$ cat src/rtl/timing_mon_pkg.sv
// Shared types and defaults for the setup/hold timing-check monitor.
package timing_mon_pkg;

  typedef enum logic [1:0] {
    EDGE_RISE = 2'd0,
    EDGE_FALL = 2'd1,
    EDGE_BOTH = 2'd2
  } edge_mode_e;

  typedef enum logic {
    IDLE     = 1'b0,
    HOLD_WIN = 1'b1
  } win_state_e;

  localparam int DEF_NUM_CH = 4;
  localparam int DEF_LIM_W  = 8;
  localparam int DEF_CNT_W  = 8;

  // Event on a registered signal given its previous value and the edge polarity.
  function automatic logic edge_detect(input logic prev, input logic cur, input edge_mode_e mode);
    case (mode)
      EDGE_RISE: return cur & ~prev;
      EDGE_FALL: return ~cur & prev;
      default:   return cur ^ prev;
    endcase
  endfunction

endpackage

$ cat src/rtl/tchk_channel.sv
// One monitored channel: data edge detect, setup/hold interval tracking,
// hold-window FSM, violation pulses, sticky notifier and saturating counter.
module tchk_channel
  import timing_mon_pkg::*;
#(
  parameter int         LIM_W     = DEF_LIM_W,
  parameter int         CNT_W     = DEF_CNT_W,
  parameter edge_mode_e DATA_EDGE = EDGE_RISE
) (
  input  logic             clk,
  input  logic             rst,
  input  logic             data_i,
  input  logic             ref_evt,
  input  logic [LIM_W-1:0] setup_lim,
  input  logic [LIM_W-1:0] hold_lim,
  input  logic             en,
  input  logic             clr,
  output logic             viol_setup,
  output logic             viol_hold,
  output logic             notifier,
  output logic [CNT_W-1:0] cnt
);

  logic             data_q;
  logic             data_prev;
  logic             data_evt;
  logic [LIM_W-1:0] since_cnt;
  logic [LIM_W-1:0] hold_cnt;
  logic [LIM_W-1:0] setup_ivl;
  logic             setup_hit;
  logic             hold_hit;
  win_state_e       state;

  // Data history; reset loads the live input so no event appears right after release.
  always_ff @(posedge clk) begin
    if (rst) begin
      data_q    <= data_i;
      data_prev <= data_i;
    end else begin
      data_q    <= data_i;
      data_prev <= data_q;
    end
  end

  // Event detect and the setup/hold comparisons for this cycle.
  always_comb begin
    data_evt  = edge_detect(data_prev, data_q, DATA_EDGE);
    setup_ivl = data_evt ? '0 : since_cnt;
    setup_hit = ref_evt && (setup_ivl < setup_lim);
    hold_hit  = !ref_evt && (state == HOLD_WIN) && data_evt && (hold_cnt < hold_lim);
  end

  // Cycles since the last data event, parked at all-ones until one has been seen.
  always_ff @(posedge clk) begin
    if (rst) begin
      since_cnt <= '1;
    end else if (data_evt) begin
      since_cnt <= LIM_W'(1);
    end else if (since_cnt != '1) begin
      since_cnt <= since_cnt + 1'b1;
    end
  end

  // Hold window FSM; hold_cnt holds the cycles elapsed since the reference event.
  always_ff @(posedge clk) begin
    if (rst) begin
      state    <= IDLE;
      hold_cnt <= '0;
    end else if (ref_evt) begin
      state    <= HOLD_WIN;
      hold_cnt <= LIM_W'(1);
    end else if (state == HOLD_WIN) begin
      if (hold_cnt >= hold_lim) begin
        state <= IDLE;
      end else if (hold_cnt != '1) begin
        hold_cnt <= hold_cnt + 1'b1;
      end
    end
  end

  // Registered pulses, sticky notifier and saturating count; clr overrides a coincident hit.
  always_ff @(posedge clk) begin
    if (rst) begin
      viol_setup <= 1'b0;
      viol_hold  <= 1'b0;
      notifier   <= 1'b0;
      cnt        <= '0;
    end else begin
      viol_setup <= en & setup_hit;
      viol_hold  <= en & hold_hit;
      if (clr) begin
        notifier <= 1'b0;
        cnt      <= '0;
      end else if (en && (setup_hit || hold_hit)) begin
        notifier <= 1'b1;
        if (cnt != '1) begin
          cnt <= cnt + 1'b1;
        end
      end
    end
  end

endmodule

$ cat src/rtl/timing_check_mon.sv
// Setup/hold timing-check monitor: shared reference edge detect, one
// tchk_channel per data bit, and a combinational counter readout mux.
module timing_check_mon
  import timing_mon_pkg::*;
#(
  parameter int         NUM_CH    = DEF_NUM_CH,
  parameter int         LIM_W     = DEF_LIM_W,
  parameter int         CNT_W     = DEF_CNT_W,
  parameter edge_mode_e DATA_EDGE = EDGE_RISE,
  localparam int        SEL_W     = (NUM_CH > 1) ? $clog2(NUM_CH) : 1
) (
  input  logic              clk,
  input  logic              rst,
  input  logic              ref_i,
  input  logic [NUM_CH-1:0] data_i,
  input  logic [LIM_W-1:0]  setup_lim,
  input  logic [LIM_W-1:0]  hold_lim,
  input  logic              en,
  input  logic              clr,
  input  logic [SEL_W-1:0]  rd_sel,
  output logic [NUM_CH-1:0] viol_setup,
  output logic [NUM_CH-1:0] viol_hold,
  output logic [NUM_CH-1:0] notifier,
  output logic [CNT_W-1:0]  rd_cnt
);

  logic             ref_q;
  logic             ref_prev;
  logic             ref_evt;
  logic [CNT_W-1:0] cnt_arr [NUM_CH];

  // Reference history; reset loads the live input so release does not fake an edge.
  always_ff @(posedge clk) begin
    if (rst) begin
      ref_q    <= ref_i;
      ref_prev <= ref_i;
    end else begin
      ref_q    <= ref_i;
      ref_prev <= ref_q;
    end
  end

  assign ref_evt = ref_q & ~ref_prev;

  for (genvar g = 0; g < NUM_CH; g++) begin : g_ch
    tchk_channel #(
      .LIM_W    (LIM_W),
      .CNT_W    (CNT_W),
      .DATA_EDGE(DATA_EDGE)
    ) u_ch (
      .clk       (clk),
      .rst       (rst),
      .data_i    (data_i[g]),
      .ref_evt   (ref_evt),
      .setup_lim (setup_lim),
      .hold_lim  (hold_lim),
      .en        (en),
      .clr       (clr),
      .viol_setup(viol_setup[g]),
      .viol_hold (viol_hold[g]),
      .notifier  (notifier[g]),
      .cnt       (cnt_arr[g])
    );
  end

  // Readout mux; a select beyond the last channel reads zero.
  always_comb begin
    rd_cnt = '0;
    for (int i = 0; i < NUM_CH; i++) begin
      if (rd_sel == SEL_W'(i)) begin
        rd_cnt = cnt_arr[i];
      end
    end
  end

endmodule
$ cat config.mk
export PLATFORM = sky130hd
export DESIGN_NAME = timing_check_mon
export DESIGN_NICKNAME = d
export VERILOG_FILES = /design/src/rtl/timing_mon_pkg.sv /design/src/rtl/tchk_channel.sv /design/src/rtl/timing_check_mon.sv
export SDC_FILE = /design/constraint.sdc
export NUM_CORES = 1
export LEC_CHECK = 0
export CORE_MARGIN = 3
export CORE_UTILIZATION = 64
export CTS_CLUSTER_DIAMETER = 50
export DETAILED_ROUTE_END_ITERATION = 12
export HOLD_SLACK_MARGIN = 0.1
export PLACE_DENSITY = 0.93
export SLEW_MARGIN = 20
export SYNTH_ARGS = -nofsm -noshare
export SYNTH_HDL_FRONTEND = slang
export SYNTH_SLANG_ARGS = --single-unit
$ cat constraint.sdc
create_clock -name clk -period 5.32 [get_ports clk]
set_clock_uncertainty 0.15 [all_clocks]
set_input_delay 1.064 -clock clk [delete_from_list [all_inputs] [get_ports clk]]
set_output_delay 1.064 -clock clk [all_outputs]
set_load 0.02 [all_outputs]
==> metrics.md, run 1 <==
| Metric | Value |
|---|---|
| Vias in the first global route | 6320 |
| NumNets Final | 969 |
| Syn Nets | 942 |
| First-pass GRT wire length | 29.41 mm |
| Post-DP HPWL | 11.99 mm |
| Post-synth ARST share | 0% |
| Maximum clock insertion buffer count | 2 |
| Core area | 0.01103 mm2 |
| Hold endpoint | g_ch[3].u_ch.notifier |
| Final wirelength | 17.57 mm |
| DR WL/cell | 17.19 um |
| Antenna diodes | 0 |
| Worst skew pair latency | 420 ps |
| Worst-path clk slew | 60 ps |
| Pin count of the biggest net entering global routing | 54 |
| CP startpoint | rd_sel[1] |
| Syn Std Cell Area | 0.007370 mm2 |
| Max Slew Vio Count | 0 |
| Startpoint Class | input port |
| Final Critical Period | 4258 ps |
| # fillers | 746 |
| I/O Buffers | 46 |
| Count of unique library cells instantiated by Yosys | 68 |
| DRT antenna net count | 0 |
| Vias after detailed routing | 6568 |
| Synth area leaders | dfxtp_1, ha_1, a21oi_1 |
| Area of the multi-input gates | 0.004546 mm2 |
| Cells after synthesis | 843 |
| # hold bufs at CTS | 0 |
| GR Overflow Total | 0 |
| Die ar. | 0.01284 mm2 |
| Post-synth top area share | 33.14% |
| Critical path type | input port to output pin |
| Share of cells above drive strength 1 | 8.957% |
| CTS tree | yes |
| Layout area overhead | 14.30% |
| Data arrival, critical path | 3040 ps |
| Initial antenna violation count | 0 |
| Hold WC Path Type | register to register |
| Req. time, crit path | 4110 ps |
| Worst vdd ir | 0.0003560 V |
| Top Registers | g_ch.u_ch.cnt: 32 flops, g_ch.u_ch.hold_cnt: 32 flops, g_ch.u_ch.since_cnt: 32 flops |
| Starting Density | 66.81% |
| Syn. warnings | 0 |
| FF-to-FF End | g_ch[1].u_ch.cnt[7] |
| Worst setup EP type | output pin |
| Hold Path Depth | 2 |
| IO Pins | 47 |
| Setup Fix Bufs, Post-CTS | 0 |
| Critical-path maximum fanout | 8 |
| PwrDens | 349.8 mW/mm2 |
| Synth Register Bits | 122 |
| HP Start | g_ch[3].u_ch.notifier |
| Starting DRC count in detailed routing | 477 |
| Biggest area consumer among synthesized cells | dfxtp_1 |
| RSZ-0062 raised after global routing | no |
| Count leader, synth | dfxtp_1 |
| Global Route Usage Sum | 28.29% |
| Sum Neg Setup Slack | 0 ps |
| DP Worst Slack | 1050 ps |
| Reg2Reg Depth | 9 |
| Syn Area/Cell | 8.742 um2 |
| Final setup violating endpoints | 0 |
| Hold Vio Cnt, Final | 0 |
| Overall power | 2946 uW |
| Drt pass-1 iters | 5 |
| Outcome | complete, no violations |
| Die Ht | 113.3 um |
| Row count | 38 |
| Worst-margin pin slew | 1068 ps |
| Post-CTS sizing | 0 |
| Die width | 113.3 um |
| F_max | 234.9 MHz |
| Via/cell ratio | 6.427 |
| Maxcap violations | 0 |
| Final core utilization | 76.36% |
| Leak | 0.003298 uW |
| Tcrit/Tclk final | 80.03% |
| Clock Tree Root | clkbuf_16 |
| DRC Markers | 0 |
| EDFF count, synth | 0 |
| Synth top cells by count | dfxtp_1, ha_1, nor2_1, a21oi_1, nand2_1 |
| Sink Count | 122 |
| Register area | 0.002442 mm2 |
| Final GP Congestion | 0.9050 |
| Worst R2R Start | g_ch[1].u_ch.data_prev |
| Primary FF master, synth | dfxtp_1 |
| Num CTS Buffers | 17 |
| Max H-tree Level | 4 |
| Sequential fraction of the synthesis area | 33.14% |
| Reg-to-reg setup timing slack | 2040 ps |
| Worst rel slew slack | 28.80% |
| Final WS setup | 1062 ps |
==> worst max-delay path by stage <==
stage | depth (start not counted) | endpoint | slack (ps)
2_1_floorplan | 2 | rd_cnt[0] | 1990
3_3_place_gp | 3 | rd_cnt[7] | 1110
3_5_place_dp | 3 | rd_cnt[3] | 1050
4_1_cts | 3 | rd_cnt[3] | 1050
5_1_grt | 3 | rd_cnt[6] | 970
6_report | 3 | rd_cnt[3] | 1060
==> layer usage <==
| layer | share of wire [%] | routed length, um | global-route usage (%) |
|---|---|---|---|
| met5 | 0 | 0 | 0 |
| met1 | 42 | 7342 | 33.99 |
| met4 | 2.4 | 415 | 12.02 |
| met3 | 6.8 | 1199 | 7.059 |
| met2 | 49 | 8615 | 48.14 |
==> final cells by class <==
class | instances | share of cell area [%]
clock buffers | 23 | 5.674
clock inverters | 8 | 1.961
inverters | 39 | 1.738
multi-input cells | 642 | 53.97
flip-flops and latches | 122 | 29.00
well taps | 140 | 2.080
repair buffers | 48 | 5.585
==> cell usage in the layout, fill, tap and decap left out, drive strengths merged, types with 4 or more instances in the layout <==
cell type      count
dfxtp            122
ha                72
nor2              55
a21oi             54
nand2             53
nand3             47
clkdlybuf4s50     45
inv               39
o21ai             39
and2              28
nand4             26
clkbuf            23
xnor2             22
nor2b             20
nor3              18
or3               18
a21o              18
o21bai            15
and3              14
a211oi            13
o31ai             12
or4               12
nor4              12
o21a               9
mux2i              9
mux4               8
nand2b             8
mux2               7
a31oi              6
bufinv             5
or2                5
xor2               4
a31o               4
nand3b             4
a311o              4
==> logic make-up after synthesis <==
family / after synthesis / share of synthesized area, %
AO/OA/AOI/OAI: 191 / 17.40
AND/OR/NAND/NOR: 329 / 24.23
adder cells (fa/ha/maj): 72 / 12.22
multiplexers: 24 / 4.737
flip-flops: 122 / 33.14
buffers and inverters: 79 / 5.178
XOR/XNOR: 26 / 3.090
==> report_power, final <==
part | total [uW] | switching [uW] | internal, uW
Combinational | 608 | 317 | 291
Sequential | 1080 | 82.9 | 993
Clock | 1260 | 400 | 863
==> through the flow <==
| step | hold WS, ps | area (um2) | instances |
|---|---|---|---|
| 3_3_place_gp | 282.0 | 7780 | 991 |
| 2_1_floorplan | 275.9 | 7370 | 843 |
| 3_5_place_dp | 300.7 | 7780 | 991 |
| 5_1_grt | 344.2 | 8423 | 1022 |
| 6_report | 308.7 | 8423 | 1022 |
| 4_1_cts | 310.4 | 8423 | 1022 |
==> worst max-delay path, stage by stage <==
cell,delay [ps]
clkdlybuf4s50_1,820
mux4_2,590
clkdlybuf4s50_1,570
Note: power is estimated with default switching activity, not from simulation.
==> inputs of run 2 (changes only) <==
CORE_UTILIZATION = 54   (was 64)
PLACE_DENSITY = 0.85   (was 0.93)
clock period = 3.72 ns   (was 5.32 ns; I/O delays follow)
==> metrics.md, run 2 (synthesis results as in run 1) <==
| Metric | Value |
|---|---|
| Placed cell area | 0.007893 mm2 |
| Critical-path maximum fanout | 8 |
| Final setup violating endpoints | 0 |
| Maxcap violations | 0 |
| Starting DRC count in detailed routing | 480 |
| Sum Neg Setup Slack | 0 ps |
| Row count | 42 |
| FF-to-FF End | g_ch[1].u_ch.cnt[5] |
| Hold Path Depth | 2 |
| Reg-to-reg setup timing slack | 710 ps |
| Top Registers | g_ch.u_ch.cnt: 32 flops, g_ch.u_ch.hold_cnt: 32 flops, g_ch.u_ch.since_cnt: 32 flops |
| Starting Density | 55.43% |
| Startpoint Class | input port |
| Final instance area | 0.008479 mm2 |
| NumNets Final | 978 |
| Worst-margin pin slew | 838.7 ps |
| Placed insts | 1036 |
| Final WS setup | 318.9 ps |
| Commonest non-fill, non-tap cell in the layout | dfxtp_1 |
| Worst vdd ir | 0.0004671 V |
| Die Ht | 122.8 um |
| Post-CTS sizing | 0 |
| Layout area overhead | 15.06% |
| Hold Slack | 315.9 ps |
| DR WL/cell | 15.74 um |
| Antenna diodes | 0 |
| Worst skew pair latency | 420 ps |
| F_max | 294.0 MHz |
| Commonest cells after routing, fill and taps aside | dfxtp_1, ha_1, nor2_1, a21oi_1, nand2_1 |
| Vias after detailed routing | 6364 |
| Global Route Usage Sum | 23.48% |
| Post-DP HPWL | 11.93 mm |
| DRC Markers | 0 |
| Req. time, crit path | 2830 ps |
| Final Non-Filler Cells | 1067 |
| # hold bufs at CTS | 0 |
| DRT antenna net count | 0 |
| Clock Tree Root | clkbuf_16 |
| Share of cells above drive strength 1 | 9.989% |
| Maximum clock insertion buffer count | 2 |
| Worst-path clk slew | 60 ps |
| First-pass GRT wire length | 28.10 mm |
| Sink Count | 122 |
| Drt pass-1 iters | 5 |
| Max H-tree Level | 4 |
| Hold WC Path Type | register to register |
| Hold endpoint | g_ch[2].u_ch.notifier |
| Max Slew Vio Count | 0 |
| Outcome | complete, no violations |
| HP Start | g_ch[2].u_ch.notifier |
| Final Critical Period | 3401 ps |
| Worst R2R Start | g_ch[1].u_ch.data_prev |
| Critical path type | input port to output pin |
| Vias in the first global route | 6003 |
| RSZ-0062 raised after global routing | no |
| GR Overflow Total | 0 |
| PwrDens | 473.6 mW/mm2 |
| Via/cell ratio | 5.964 |
| Worst rel slew slack | 43.97% |
| Die ar. | 0.01508 mm2 |
| Hold Vio Cnt, Final | 0 |
| Num CTS Buffers | 17 |
| Data arrival, critical path | 2510 ps |
| Final GP Congestion | 0.8748 |
| Setup Fix Bufs, Post-CTS | 0 |
| Core area | 0.01330 mm2 |
| Die width | 122.8 um |
| Initial antenna violation count | 0 |
| Worst setup EP type | output pin |
| Leak | 0.003307 uW |
| IO Pins | 47 |
| CTS tree | yes |
| Final wirelength | 16.80 mm |
| Pin count of the biggest net entering global routing | 33 |
| Tcrit/Tclk final | 91.43% |
| I/O Buffers | 46 |
| Reg2Reg Depth | 10 |
| DP Worst Slack | 157.4 ps |
==> run 2: routing by layer <==
layer  global-route usage [%]  routed length, um  part of all wire (%)
met1                    30.65               7540                    45
met2                    37.68               7861                    47
met3                    5.853               1102                   6.6
met4                    8.467                290                   1.7
met5                        0                  0                     0
==> run 2: how the worst max path moves through the flow <==
stage                      from                   to  slack [ps]  cells after the start
finish                rd_sel[1]            rd_cnt[7]         320                      4
floorplan           hold_lim[5]  g_ch[3].u_ch.cnt[7]         870                      8
detailed placement  hold_lim[5]  g_ch[2].u_ch.cnt[7]         160                     10
global route          rd_sel[1]            rd_cnt[6]         270                      4
global placement    hold_lim[5]  g_ch[3].u_ch.cnt[7]         210                      9
CTS                   rd_sel[1]            rd_cnt[2]         320                      4
==> run 2: layout make-up <==
| cell class | count | area [um2] |
|---|---|---|
| clock buffer | 26 | 529.3 |
| clock inverter | 5 | 57.56 |
| fill | 1107 | 4816 |
| inverter | 39 | 146.4 |
| multi-input combinational | 642 | 4546 |
| sequential | 122 | 2442 |
| tap | 176 | 220.2 |
| timing repair buffer | 57 | 538.0 |
==> run 2: through the flow <==
| stage | power (uW) | utilization [%] |
|---|---|---|
| 6_report | 4015 | 63.78 |
| 5_1_grt | 4223 | 63.78 |
| 4_1_cts | 4026 | 63.78 |
| 3_5_place_dp | 2408 | 59.36 |
| 3_3_place_gp | 2373 | 59.36 |
| 2_1_floorplan | 2214 | - |
==> run 2: worst max-delay path, stage by stage <==
cell and delay, ps:
clkdlybuf4s50_1 460, buf_4 200, mux4_2 550, clkdlybuf4s50_1 560
==> run 2: power breakdown <==
group	leakage [uW]	total [uW]	internal [uW]	switching [uW]
clock	0.000281	1610	1040	576
combinational	0.00203	867	422	446
sequential	0.000999	1530	1420	115
total	0.00331	4020	2880	1140
